### src/rtl/if_id_queue_pkg.sv
// ============================================================================
// Module : if_id_queue_pkg
// Brief  : Shared defaults and constants for the IF/ID bundle queue.
// Rev    : 1.0  initial release
// ============================================================================
`default_nettype none

package if_id_queue_pkg;

    localparam int unsigned XLEN_DEF  = 32;
    localparam int unsigned LANES_DEF = 2;
    localparam int unsigned DEPTH_DEF = 4;

    // NOP bubble encoding; wide enough for any supported XLEN (up to 64).
    localparam logic [63:0] NOP_INSTR = 64'h0;

endpackage

`default_nettype wire

### src/rtl/if_id_qctrl.sv
// ============================================================================
// Module : if_id_qctrl
// Brief  : Head/tail pointer and occupancy control for the IF/ID bundle queue.
// Rev    : 1.0  initial release
// ============================================================================
`default_nettype none

module if_id_qctrl
    import if_id_queue_pkg::*;
#(
    parameter int unsigned DEPTH = DEPTH_DEF,
    localparam int unsigned PW   = $clog2(DEPTH),
    localparam int unsigned CW   = PW + 1
) (
    input  logic          clk,
    input  logic          reset,
    input  logic          push,
    input  logic          pop,
    input  logic          flush,
    output logic [PW-1:0] head,
    output logic [PW-1:0] tail,
    output logic [CW-1:0] count,
    output logic          full,
    output logic          empty
);

    logic [PW-1:0] head_q, head_d;
    logic [PW-1:0] tail_q, tail_d;
    logic [CW-1:0] count_q, count_d;

    // DEPTH is a power of two, so pointer increments wrap naturally.
    always_comb begin
        head_d  = head_q;
        tail_d  = tail_q;
        count_d = count_q;
        if (flush) begin
            head_d  = '0;
            tail_d  = '0;
            count_d = '0;
        end else begin
            if (push) tail_d = tail_q + 1'b1;
            if (pop)  head_d = head_q + 1'b1;
            if (push && !pop)      count_d = count_q + 1'b1;
            else if (pop && !push) count_d = count_q - 1'b1;
        end
    end

    always_ff @(posedge clk or negedge reset) begin
        if (!reset) begin
            head_q  <= '0;
            tail_q  <= '0;
            count_q <= '0;
        end else begin
            head_q  <= head_d;
            tail_q  <= tail_d;
            count_q <= count_d;
        end
    end

    assign head  = head_q;
    assign tail  = tail_q;
    assign count = count_q;
    assign full  = (count_q == CW'(DEPTH));
    assign empty = (count_q == '0);

endmodule

`default_nettype wire

### src/rtl/if_id_queue.sv
// ============================================================================
// Module : if_id_queue
// Brief  : Fetch-to-decode bundle FIFO with per-lane NOP masking and flush.
// Rev    : 1.0  initial release
// ============================================================================
`default_nettype none

module if_id_queue
    import if_id_queue_pkg::*;
#(
    parameter int unsigned XLEN  = XLEN_DEF,
    parameter int unsigned LANES = LANES_DEF,
    parameter int unsigned DEPTH = DEPTH_DEF
) (
    input  logic                       clk,
    input  logic                       reset,
    input  logic                       in_valid,
    input  logic [LANES*XLEN-1:0]      in_instr,
    input  logic [LANES-1:0]           in_lane_valid,
    input  logic [31:0]                in_pc,
    output logic                       in_ready,
    output logic                       out_valid,
    output logic [LANES*XLEN-1:0]      out_instr,
    output logic [LANES-1:0]           out_lane_valid,
    output logic [31:0]                out_pc,
    input  logic                       out_ready,
    input  logic                       flush,
    output logic [$clog2(DEPTH):0]     count
);

    localparam int unsigned PW = $clog2(DEPTH);

    logic [PW-1:0] head;
    logic [PW-1:0] tail;
    logic          full;
    logic          empty;
    logic          push;
    logic          pop;

    // Storage is deliberately not reset; output masking hides stale words.
    logic [LANES*XLEN-1:0] instr_mem [DEPTH];
    logic [LANES-1:0]      lv_mem    [DEPTH];
    logic [31:0]           pc_mem    [DEPTH];

    logic [LANES*XLEN-1:0] head_instr;
    logic [LANES-1:0]      head_lv;

    assign in_ready  = !full;
    assign out_valid = !empty;
    assign push      = in_valid && in_ready && !flush;
    assign pop       = out_valid && out_ready && !flush;

    if_id_qctrl #(
        .DEPTH (DEPTH)
    ) u_qctrl (
        .clk   (clk),
        .reset (reset),
        .push  (push),
        .pop   (pop),
        .flush (flush),
        .head  (head),
        .tail  (tail),
        .count (count),
        .full  (full),
        .empty (empty)
    );

    always_ff @(posedge clk) begin
        if (push) begin
            instr_mem[tail] <= in_instr;
            lv_mem[tail]    <= in_lane_valid;
            pc_mem[tail]    <= in_pc;
        end
    end

    assign head_instr     = instr_mem[head];
    assign head_lv        = lv_mem[head];
    assign out_lane_valid = out_valid ? head_lv : '0;
    assign out_pc         = out_valid ? pc_mem[head] : 32'h0;

    for (genvar l = 0; l < LANES; l++) begin : g_lane
        assign out_instr[l*XLEN +: XLEN] = out_lane_valid[l] ? head_instr[l*XLEN +: XLEN]
                                                             : NOP_INSTR[XLEN-1:0];
    end

endmodule

`default_nettype wire

### config.mk
export PLATFORM = sky130hd
export DESIGN_NAME = if_id_queue
export DESIGN_NICKNAME = d
export VERILOG_FILES = /design/src/rtl/if_id_queue_pkg.sv /design/src/rtl/if_id_qctrl.sv /design/src/rtl/if_id_queue.sv
export SDC_FILE = /design/constraint.sdc
export NUM_CORES = 1
export LEC_CHECK = 0
export ABC_CLOCK_PERIOD_IN_PS = 4350
export BUFFER_PORTS_ARGS = -buffer_cell sky130_fd_sc_hd__buf_2
export CELL_PAD_IN_SITES_DETAIL_PLACEMENT = 2
export CELL_PAD_IN_SITES_GLOBAL_PLACEMENT = 2
export CORE_MARGIN = 3
export CORE_UTILIZATION = 30
export DETAILED_ROUTE_END_ITERATION = 16
export PLACE_DENSITY_LB_ADDON = 0.1
export RECOVER_POWER = 25
export SLEW_MARGIN = 10
export SYNTH_ARGS = -nofsm -noshare
export SYNTH_HDL_FRONTEND = slang
export SYNTH_SLANG_ARGS = --single-unit
### constraint.sdc
create_clock -name clk -period 4.35 [get_ports clk]
set_input_delay 0.2175 -clock clk [delete_from_list [all_inputs] [get_ports clk]]
set_output_delay 0.2175 -clock clk [all_outputs]
set_load 0.01 [all_outputs]
Yosys cells after proc, flatten, opt, wreduce, memory -nomap -nowiden
Memory sizes are Yosys's and may differ from the RTL's.
Cells that the tools add are included.
{"block": "word_totals", "reg_bits": 7, "mem_bits_rw": 392, "inputBits": 103, "output_inout_bits": 103, "word_cells": 39, "n_memories": 3}
{"block": "op_classes", "add_sub_neg": 4, "eq_ne": 1, "muxes": 13, "n_reduce_logical": 15}
{"memory": "instr_mem", "words": 4, "width": 64, "rd": 1, "rd_ports_with_merged_regs": 0, "wr": 1, "line_no": "if_id_queue.sv:41", "source": "logic [LANES*XLEN-1:0] instr_mem [DEPTH];"}
{"memory": "pc_mem", "words": 4, "width": 32, "rd": 1, "rd_ports_with_merged_regs": 0, "wr": 1, "line_no": "if_id_queue.sv:43", "source": "logic [31:0] pc_mem [DEPTH];"}
{"memory": "lv_mem", "words": 4, "width": 2, "rd": 1, "rd_ports_with_merged_regs": 0, "wr": 1, "line_no": "if_id_queue.sv:42", "source": "logic [LANES-1:0] lv_mem [DEPTH];"}
{"cell": "2-to-1 mux 32 bit", "n": 3}
{"cell": "2-to-1 mux 2 bit", "n": 5}
{"cell": "2-to-1 mux 3 bit", "n": 3}
{"cell": "logical AND 1 bit", "n": 6}
{"cell": "logical NOT 1 bit", "n": 5}
{"cell": "adder 2 x 1 -> 2 bit (second input constant)", "n": 2}
{"cell": "nonzero test 2 bit", "n": 2}
{"cell": "adder 3 x 1 -> 3 bit (second input constant)", "n": 1}
{"cell": "== test 3 bit (second input constant)", "n": 1}
{"cell": "logical NOT 3 bit", "n": 1}
{"cell": "nonzero test 3 bit", "n": 1}
{"cell": "subtractor 3 x 1 -> 3 bit (second input constant)", "n": 1}
{"cell": "2-to-1 mux 1 bit", "n": 2}

Depth between registers and ports, before layout
Gate-level depths: netlist of the first run.
{"block": "logic_depth", "word_depth": 9, "mapped_depth": 10, "depth_no_buf": 9}

Cells and area by module
A second synthesis of the first run with hierarchy kept.
{"block": "unflattened", "hier_cells": 669, "area_unflattened_um2": 15237.1}
{"module": "if_id_queue", "n_inst": 1, "cells_per_inst": 636, "area_each_um2": 14880.5, "seq_area_each_um2": 11771.3}
{"module": "if_id_qctrl", "n_inst": 1, "cells_per_inst": 33, "area_each_um2": 356.6, "seq_area_each_um2": 175.2}

Worst setup path before layout of the first run
No wires, ideal clock.
{"block": "synth_path", "kind": "register -> register", "from": "register u_qctrl.count_q[0] (netlist: u_qctrl.count[0])", "to": "memory instr_mem[0][0] (netlist name), enable pin", "setup_time_ps": 468, "t_arrival_ps": 3331, "t_required_ps": 3882, "setup_slack_ps": 551, "path_stages_with_launch": 6, "n_path_buf": 1, "synth_period_minus_slack_ps": 3799, "path_cell_list": "dfrtp_1 buf_2 or3b_2 nand2_1 nor2_1 and2_1"}
{"block": "synth_between", "elab_chain_cells": 6}
{"element": "start: declaration", "line_no": "if_id_qctrl.sv:29", "source": "logic [CW-1:0] count_q, count_d;"}
{"element": "start signal: assignment", "line_no": "if_id_qctrl.sv:56", "source": "count_q <= count_d;"}
{"element": "== test 3 bit", "line_no": "if_id_qctrl.sv:63", "source": "assign full = (count_q == CW'(DEPTH));"}
{"element": "logical NOT 1 bit", "line_no": "if_id_queue.sv:48", "source": "assign in_ready = !full;"}
{"element": "net in_ready", "line_no": "if_id_queue.sv:21", "source": "output logic in_ready,"}
{"element": "logical AND 1 bit (2 in series)", "line_no": "if_id_queue.sv:50", "source": "assign push = in_valid && in_ready && !flush;"}
{"element": "2-to-1 mux 1 bit", "line_no": "if_id_queue.sv:69", "source": "if (push) begin"}
{"element": "2-to-1 mux 1 bit (not written as such)", "line_no": "if_id_queue.sv:70", "source": "instr_mem[tail] <= in_instr;"}
{"element": "end: declaration", "line_no": "if_id_queue.sv:41"}
The timed path passes the listed nets, and every way through them passes these cells.

Final worst setup path of the first run
{"block": "layout_path", "from": "register u_qctrl.head_q[1] (netlist: u_qctrl.head[1])", "to": "output out_instr[32]"}
{"block": "layout_between", "elab_chain_cells": 3, "elab_cells_between_ends": 4, "classes_between": "mux (2); memory (2)"}
{"element": "start: declaration", "line_no": "if_id_qctrl.sv:27", "source": "logic [PW-1:0] head_q, head_d;"}
{"element": "start signal: assignment", "line_no": "if_id_qctrl.sv:50", "source": "head_q <= '0;"}
{"element": "start signal: assignment", "line_no": "if_id_qctrl.sv:54", "source": "head_q <= head_d;"}
{"element": "memory (4 x 2 bit)"}
{"element": "2-to-1 mux 2 bit", "line_no": "if_id_queue.sv:78", "source": "assign out_lane_valid = out_valid ? head_lv : '0;"}
{"element": "2-to-1 mux 32 bit *", "line_no": "if_id_queue.sv:82", "source": "assign out_instr[l*XLEN +: XLEN] = out_lane_valid[l] ? head_instr[l*XLEN +: XLEN]"}
{"element": "end: declaration", "line_no": "if_id_queue.sv:23", "source": "output logic [LANES*XLEN-1:0] out_instr,"}
Mark *: on every way between the ends. The rest lies on a longest branch, timed or not.

==> impl_metrics.csv, run 1 <==
group,metric,value,unit
run_status,status,"completed",
die,dieWidth,232,um
power,p_leak,6.68,nW
synth,synth_area_leaders,"edfxtp_1 (77%), mux4_2 (14%), and3_1 (2.6%), and2_1 (1.5%), dfrtp_1 (1.1%)",
global_routing,grt.overflow.total,0,
place,dp_hpwl,21.6,mm
power,p_total,11.2,mW
synth,synth_warnings,0,
synth,syn_avg_cell_area,22.3,um^2
clock_network,root_buffer,"clkbuf_16",
power,sw_frac_of_total,29.4,%
synth,dominantRegCellSynth,"edfxtp_1",
synth,async_reset_ff_share,1.75,%
worst_setup_path,critPathRequiredTime,4.13,ns
sta,tightestPinTransition,1.14,ns
synth,synth_top_family_by_area,"multiplexers",
job,drv_cap,0,
sta,hold_slack,0.121,ns
clock_network,cts_buffers,45,
clock_network,postCtsSetupRepairBufs,0,
worst_setup_path,cp-start-kind,"flip-flop",
power,peakVddDrop,0.306,mV
clock_network,h-tree-depth,2,
clock_network,insertion_delay,0.56,ns
synth,ys_seq_area_share,77.9,%
synth,syn_nets,796,
sta,finalHoldViolCount,0,
place,pre_cts_ws,1.65,ns
global_routing,grt_pass1_wl,58.3,mm
synth,synth_top_cell_by_area,"edfxtp_1",
detailed_routing,wl,38.2,mm
synth,netlist_area,0.0153,mm^2
sta,setup_viol,0,
global_routing,grt_max_degree,102,
synth,synthSimpleGateAreaFrac,4.78,%
layout,drive_above_1_share,29.7,%
detailed_routing,via_count,7897,
worst_setup_path,cp_slowest_cell,"dfrtp_4",
worst_setup_path,crit_arrival,3.00,ns
die,rows,82,
die,core-area,0.0503,mm^2
sta,rsz0062_at_grt,"no",
clock_network,clk_pin_slew_worst_paths,0.06,ns
sta,skew,0.0154,ns
global_routing,antenna_found_initial,3,
sta,relSlewSlack,24.0,%
sta,fmax,0.311,GHz
clock_network,cts_buffer_depth,3,
synth,synthMuxAreaShare,14.4,%
sta,fin_ws,1.13,ns
die,start_util,30.5,%
synth,netlist-cell-type-count,31,
clock_network,cts.sinks,399,
power,p_switching,3.28,mW
worst_setup_path,slowest_delay,0.99,ns
synth,netlist_instances,688,
detailed_routing,drt_iter0_markers,390,
synth,synthAdderAreaFrac,0.457,%
global_routing,track_usage,14.4,%
sta,tns,0,ns
worst_setup_path,crit_type,"reg -> out",
detailed_routing,ant_nets,0,
power,p_comb_share,26.6,%
detailed_routing,viasPerCell,4.59,
sta,slew_violations,0,
layout,nets,1116,
clock_network,cts_tree,"done",
synth,synth_common_cells,"edfxtp_1 (392), mux4_2 (98), and3_1 (64)",
worst_setup_path,crit_fanout,48,
synth,synth_edf_count,392,
power,clockPowerShare,31.7,%
layout,postLayoutCellArea,0.0194,mm^2
detailed_routing,drt-pass1-iter-count,6,
place,port_buffers,205,
sta,finalCriticalPeriod,3.22,ns
die,dieArea,0.0538,mm^2
synth,synth_compound_area_share,0.400,%
global_routing,grt_pass1_vias,9341,
layout,area_growth,26.8,%
power,p_int,7.88,mW
worst_hold_path,worstHoldPathType,"in -> reg",
power,seq_power_share,41.7,%
power,p_per_area,574,mW/mm^2
worst_setup_path,crit_chain,"mux4_2 > and3_1 > buf_2",
detailed_routing,drc,0,
worst_setup_path,crit_path_end_kind,"output port",
place,placed_area,0.0171,mm^2
synth,synth-seq-cells,399,
synth,yosysMostFrequentCell,"edfxtp_1",
synth,yosysTopAreaCellShare,76.8,%
synth,synth_xor_area_share,0.343,%
die,ios,206,
die,die_h,232,um
sta,period_share,73.9,%
place,place_congestion,0.701,
detailed_routing,wire_per_inst,22.2,um
[worst max-delay path: cells and delay by family, from the launching register on]
kind | cells | cell delay (ns)
AND/OR/NAND/NOR | 1 | 0.36
flip-flops | 1 | 0.99
buffers and inverters | 1 | 0.17
multiplexers | 1 | 0.89
[stage by stage]
stage / std cells / util (%)
2_1_floorplan: 688 / -
3_3_place_gp: 1530 / 34.0
3_5_place_dp: 1530 / 34.0
4_1_cts: 1716 / 38.8
5_1_grt: 1718 / 38.7
6_report: 1719 / 38.7
[area by class of cell]
| cell class | count | area (um^2) |
|---|---|---|
| Antenna cell | 3 | 7.51 |
| Fill cell | 4896 | 30800 |
| Sequential cell | 399 | 12000 |
| Clock inverter | 16 | 140 |
| Timing Repair Buffer | 316 | 2120 |
| Tap cell | 672 | 841 |
| Inverter | 6 | 22.5 |
| Multi-Input combinational cell | 240 | 3140 |
| Clock buffer | 67 | 1220 |
[registers in the layout, indices dropped and copies added, names as in the netlist]
register	cells
lv_mem	8
instr_mem	256
u_qctrl.tail	2
u_qctrl.count	3
pc_mem	128
u_qctrl.head	2
[kinds of logic after synthesis]
| group | after synthesis |
|---|---|
| compound gates | 9 |
| xor+xnor | 6 |
| fa+ha+maj | 5 |
| buf+inv | 49 |
| flops | 399 |
| mux | 98 |
| simple gates | 122 |
[power groups by stage]
stage	Sequential, mW	Clock [mW]	Combinational (mW)
after detailed placement	4.74	0	3.01
after floorplan	4.63	0	1.95
after global placement	4.72	0	2.97
final	4.65	3.54	2.98
after CTS	4.66	3.67	3.11
after global routing	4.69	3.81	3.28
[per-layer routing]
layer / vias up / wire length [um] / global-route usage (%)
met5: - / 0 / 0
met4: 0 / 882 / 4.40
met3: 55 / 1760 / 3.26
met2: 158 / 20100 / 26.0
met1: 4192 / 15500 / 17.0
li1: 3492 / - / -
[final timing paths]
kind                                    end        startpoint  depth (start not counted)  slack (ns)
max in group asynchronous   u_qctrl.head[0]             reset                          4        2.86
min in group asynchronous   u_qctrl.tail[0]             reset                          3        0.54
min                         u_qctrl.head[1]         out_ready                          4        0.12
max                           out_instr[32]   u_qctrl.head[1]                          3        1.13
max reg2reg                u_qctrl.count[1]  u_qctrl.count[0]                          8        1.65
min reg2reg                u_qctrl.count[2]  u_qctrl.count[2]                          1        0.69
[placed cells by master, fill, tap and decap left out, types with 7 or more instances in the layout]
| master | netlist | final |
|---|---|---|
| buf_2 | 8 | 144 |
| dlygate4sd3_1 | 0 | 103 |
| and2_1 | 37 | 33 |
| nand2_1 | 7 | 7 |
| clkbuf_1 | 25 | 82 |
| edfxtp_1 | 392 | 392 |
| and3_1 | 64 | 64 |
| clkbuf_16 | 0 | 45 |
| mux4_2 | 98 | 98 |
| clkinv_1 | 0 | 10 |
| nor2_1 | 7 | 7 |
[repair_timing]
| action | in CTS | in global routing |
|---|---|---|
| hold endpoints to repair | 405 | 0 |
| hold buffers | 103 | 0 |
| resized for setup | 0 | 0 |
Note: power is estimated with default switching activity, not from simulation.
==> inputs of run 2 (changes only) <==
--- a/config.mk
+++ b/config.mk
@@ -5,7 +5,7 @@
 export SDC_FILE = /design/constraint.sdc
 export NUM_CORES = 1
 export LEC_CHECK = 0
-export ABC_CLOCK_PERIOD_IN_PS = 4350
+export ABC_CLOCK_PERIOD_IN_PS = 3000
 export BUFFER_PORTS_ARGS = -buffer_cell sky130_fd_sc_hd__buf_2
 export CELL_PAD_IN_SITES_DETAIL_PLACEMENT = 2
 export CELL_PAD_IN_SITES_GLOBAL_PLACEMENT = 2
==> constraint.sdc (replaced) <==
create_clock -name clk -period 3 [get_ports clk]
set_input_delay 0.15 -clock clk [delete_from_list [all_inputs] [get_ports clk]]
set_output_delay 0.15 -clock clk [all_outputs]
set_load 0.01 [all_outputs]
==> impl_metrics.csv, run 2 (synthesis gave the netlist of run 1 again) <==
group,metric,value,unit
run_status,status,"completed",
sta,skew,0.0112,ns
sta,tns,0,ns
die,ios,206,
detailed_routing,drt_iter0_markers,341,
global_routing,grt_pass1_vias,9355,
layout,nets,1122,
die,die_h,232,um
sta,period_share,93.0,%
job,drv_cap,0,
clock_network,postCtsSetupRepairBufs,0,
detailed_routing,viasPerCell,4.64,
clock_network,root_buffer,"clkbuf_16",
worst_hold_path,worstHoldPathType,"in -> reg",
die,dieArea,0.0538,mm^2
worst_setup_path,slowest_delay,0.53,ns
die,start_util,30.5,%
layout,nFillCells,4871,
worst_setup_path,crit_type,"reg -> reg",
clock_network,insertion_delay,0.56,ns
worst_setup_path,crit_chain,"or3b_2 > nand2_2 > nor2_1 > and2_1 > fa_1 > a311oi_1 > o21ai_0 > a221oi_1",
worst_setup_path,critPathRequiredTime,3.43,ns
die,dieWidth,232,um
place,place_congestion,0.697,
sta,fmax,0.358,GHz
clock_network,h-tree-depth,2,
clock_network,cts_buffer_depth,3,
place,port_buffers,205,
layout,mostFrequentLayoutCells,"edfxtp_1 (392), buf_2 (147), dlygate4sd3_1 (102), mux4_2 (98), clkbuf_1 (68)",
layout,largestRegisters,"instr_mem: 256 flops, pc_mem: 128 flops, lv_mem: 8 flops",
clock_network,clk_pin_slew_worst_paths,0.06,ns
global_routing,grt.overflow.total,0,
worst_setup_path,crit_arrival,3.22,ns
layout,final_common_cell,"edfxtp_1",
detailed_routing,via_count,7955,
layout,drive_above_1_share,30.9,%
clock_network,cts.sinks,399,
global_routing,track_usage,14.3,%
worst_setup_path,crit_fanout,9,
detailed_routing,ant_nets,0,
worst_setup_path,crit_path_end_kind,"flip-flop",
clock_network,cts_tree,"done",
clock_network,cts_buffers,46,
sta,finalHoldViolCount,0,
power,p_leak,6.73,nW
global_routing,grt_max_degree,102,
detailed_routing,wire_per_inst,22.2,um
worst_setup_path,cp_slowest_cell,"or3b_2",
layout,area_growth,27.3,%
sta,finalCriticalPeriod,2.79,ns
power,peakVddDrop,0.548,mV
sta,rsz0062_at_grt,"no",
sta,tightestPinTransition,0.809,ns
global_routing,antenna_found_initial,1,
power,p_per_area,829,mW/mm^2
place,dp_hpwl,22.0,mm
power,p_total,16.2,mW
die,core-area,0.0503,mm^2
detailed_routing,drc,0,
layout,largest_reg_flops,256,
die,rows,82,
layout,regMostFlops,"instr_mem",
detailed_routing,drt-pass1-iter-count,4,
sta,slew_violations,0,
worst_setup_path,cp-start-kind,"flip-flop",
sta,relSlewSlack,46.1,%
global_routing,grt_pass1_wl,58.3,mm
detailed_routing,wl,38.0,mm
sta,setup_viol,0,
run 2: critical path, delay by kind of cell, from the launching register on:
| family | cells | cell delay [ns] |
|---|---|---|
| compound gates | 3 | 0.76 |
| flops | 1 | 0.47 |
| fa+ha+maj | 1 | 0.48 |
| simple gates | 4 | 0.96 |
run 2: per-layer routing:
metal  global-route usage (%)  wire (um)
met1                     17.3      15500
met2                     25.6      19800
met3                     3.67       1970
met4                     3.51        740
met5                        0          0
run 2: area by class of cell:
class / instances / area (um^2) / share of cell area [%]
Multi-Input combinational cell: 240 / 3140 / 16.1
Clock buffer: 56 / 1190 / 6.09
Tap cell: 672 / 841 / 4.31
Clock inverter: 20 / 150 / 0.770
Timing Repair Buffer: 321 / 2210 / 11.3
Inverter: 6 / 22.5 / 0.115
Sequential cell: 399 / 12000 / 61.3
Antenna cell: 2 / 5.00 / 0.0257
run 2: repair_timing:
item | 4_1_cts | 5_1_grt
endpoints found under the hold margin | 406 | 0
hold buffers | 102 | 0
gates resized for setup | 0 | 2
endpoints found under the setup margin | 0 | 9
run 2: path summary, 6_finish.rpt:
| kind | start | to | slack (ns) | cells after the start |
|---|---|---|---|---|
| max | u_qctrl.count[0] | u_qctrl.count[1] | 0.21 | 8 |
| min reg2reg | u_qctrl.count[2] | u_qctrl.count[2] | 0.70 | 1 |
| max in group asynchronous | reset | u_qctrl.head[1] | 2.11 | 3 |
| max reg2reg | u_qctrl.count[0] | u_qctrl.count[1] | 0.21 | 8 |
| min in group asynchronous | reset | u_qctrl.count[0] | 0.58 | 3 |
| min | out_ready | u_qctrl.head[1] | 0.08 | 4 |
run 2: power breakdown:
| group | switching [mW] | internal (mW) |
|---|---|---|
| logic | 2.46 | 1.97 |
| registers | 0.147 | 6.51 |
| clock network | 2.12 | 2.96 |
| total | 4.73 | 11.4 |
run 2: metrics by stage:
| stage | instances | cell area [um^2] | setup slack (ns) | hold WS (ns) | util (%) |
|---|---|---|---|---|---|
| after floorplan | 688 | 15300 | 0.288 | -0.146 | - |
| after global routing | 1714 | 19500 | 0.0449 | 0.0814 | 38.8 |
| after CTS | 1714 | 19600 | 0.101 | 0.0369 | 38.9 |
| after global placement | 1536 | 17200 | 0.324 | 0.000131 | 34.2 |
| final | 1716 | 19500 | 0.211 | 0.0792 | 38.8 |
| after detailed placement | 1536 | 17200 | 0.166 | 0.00666 | 34.2 |
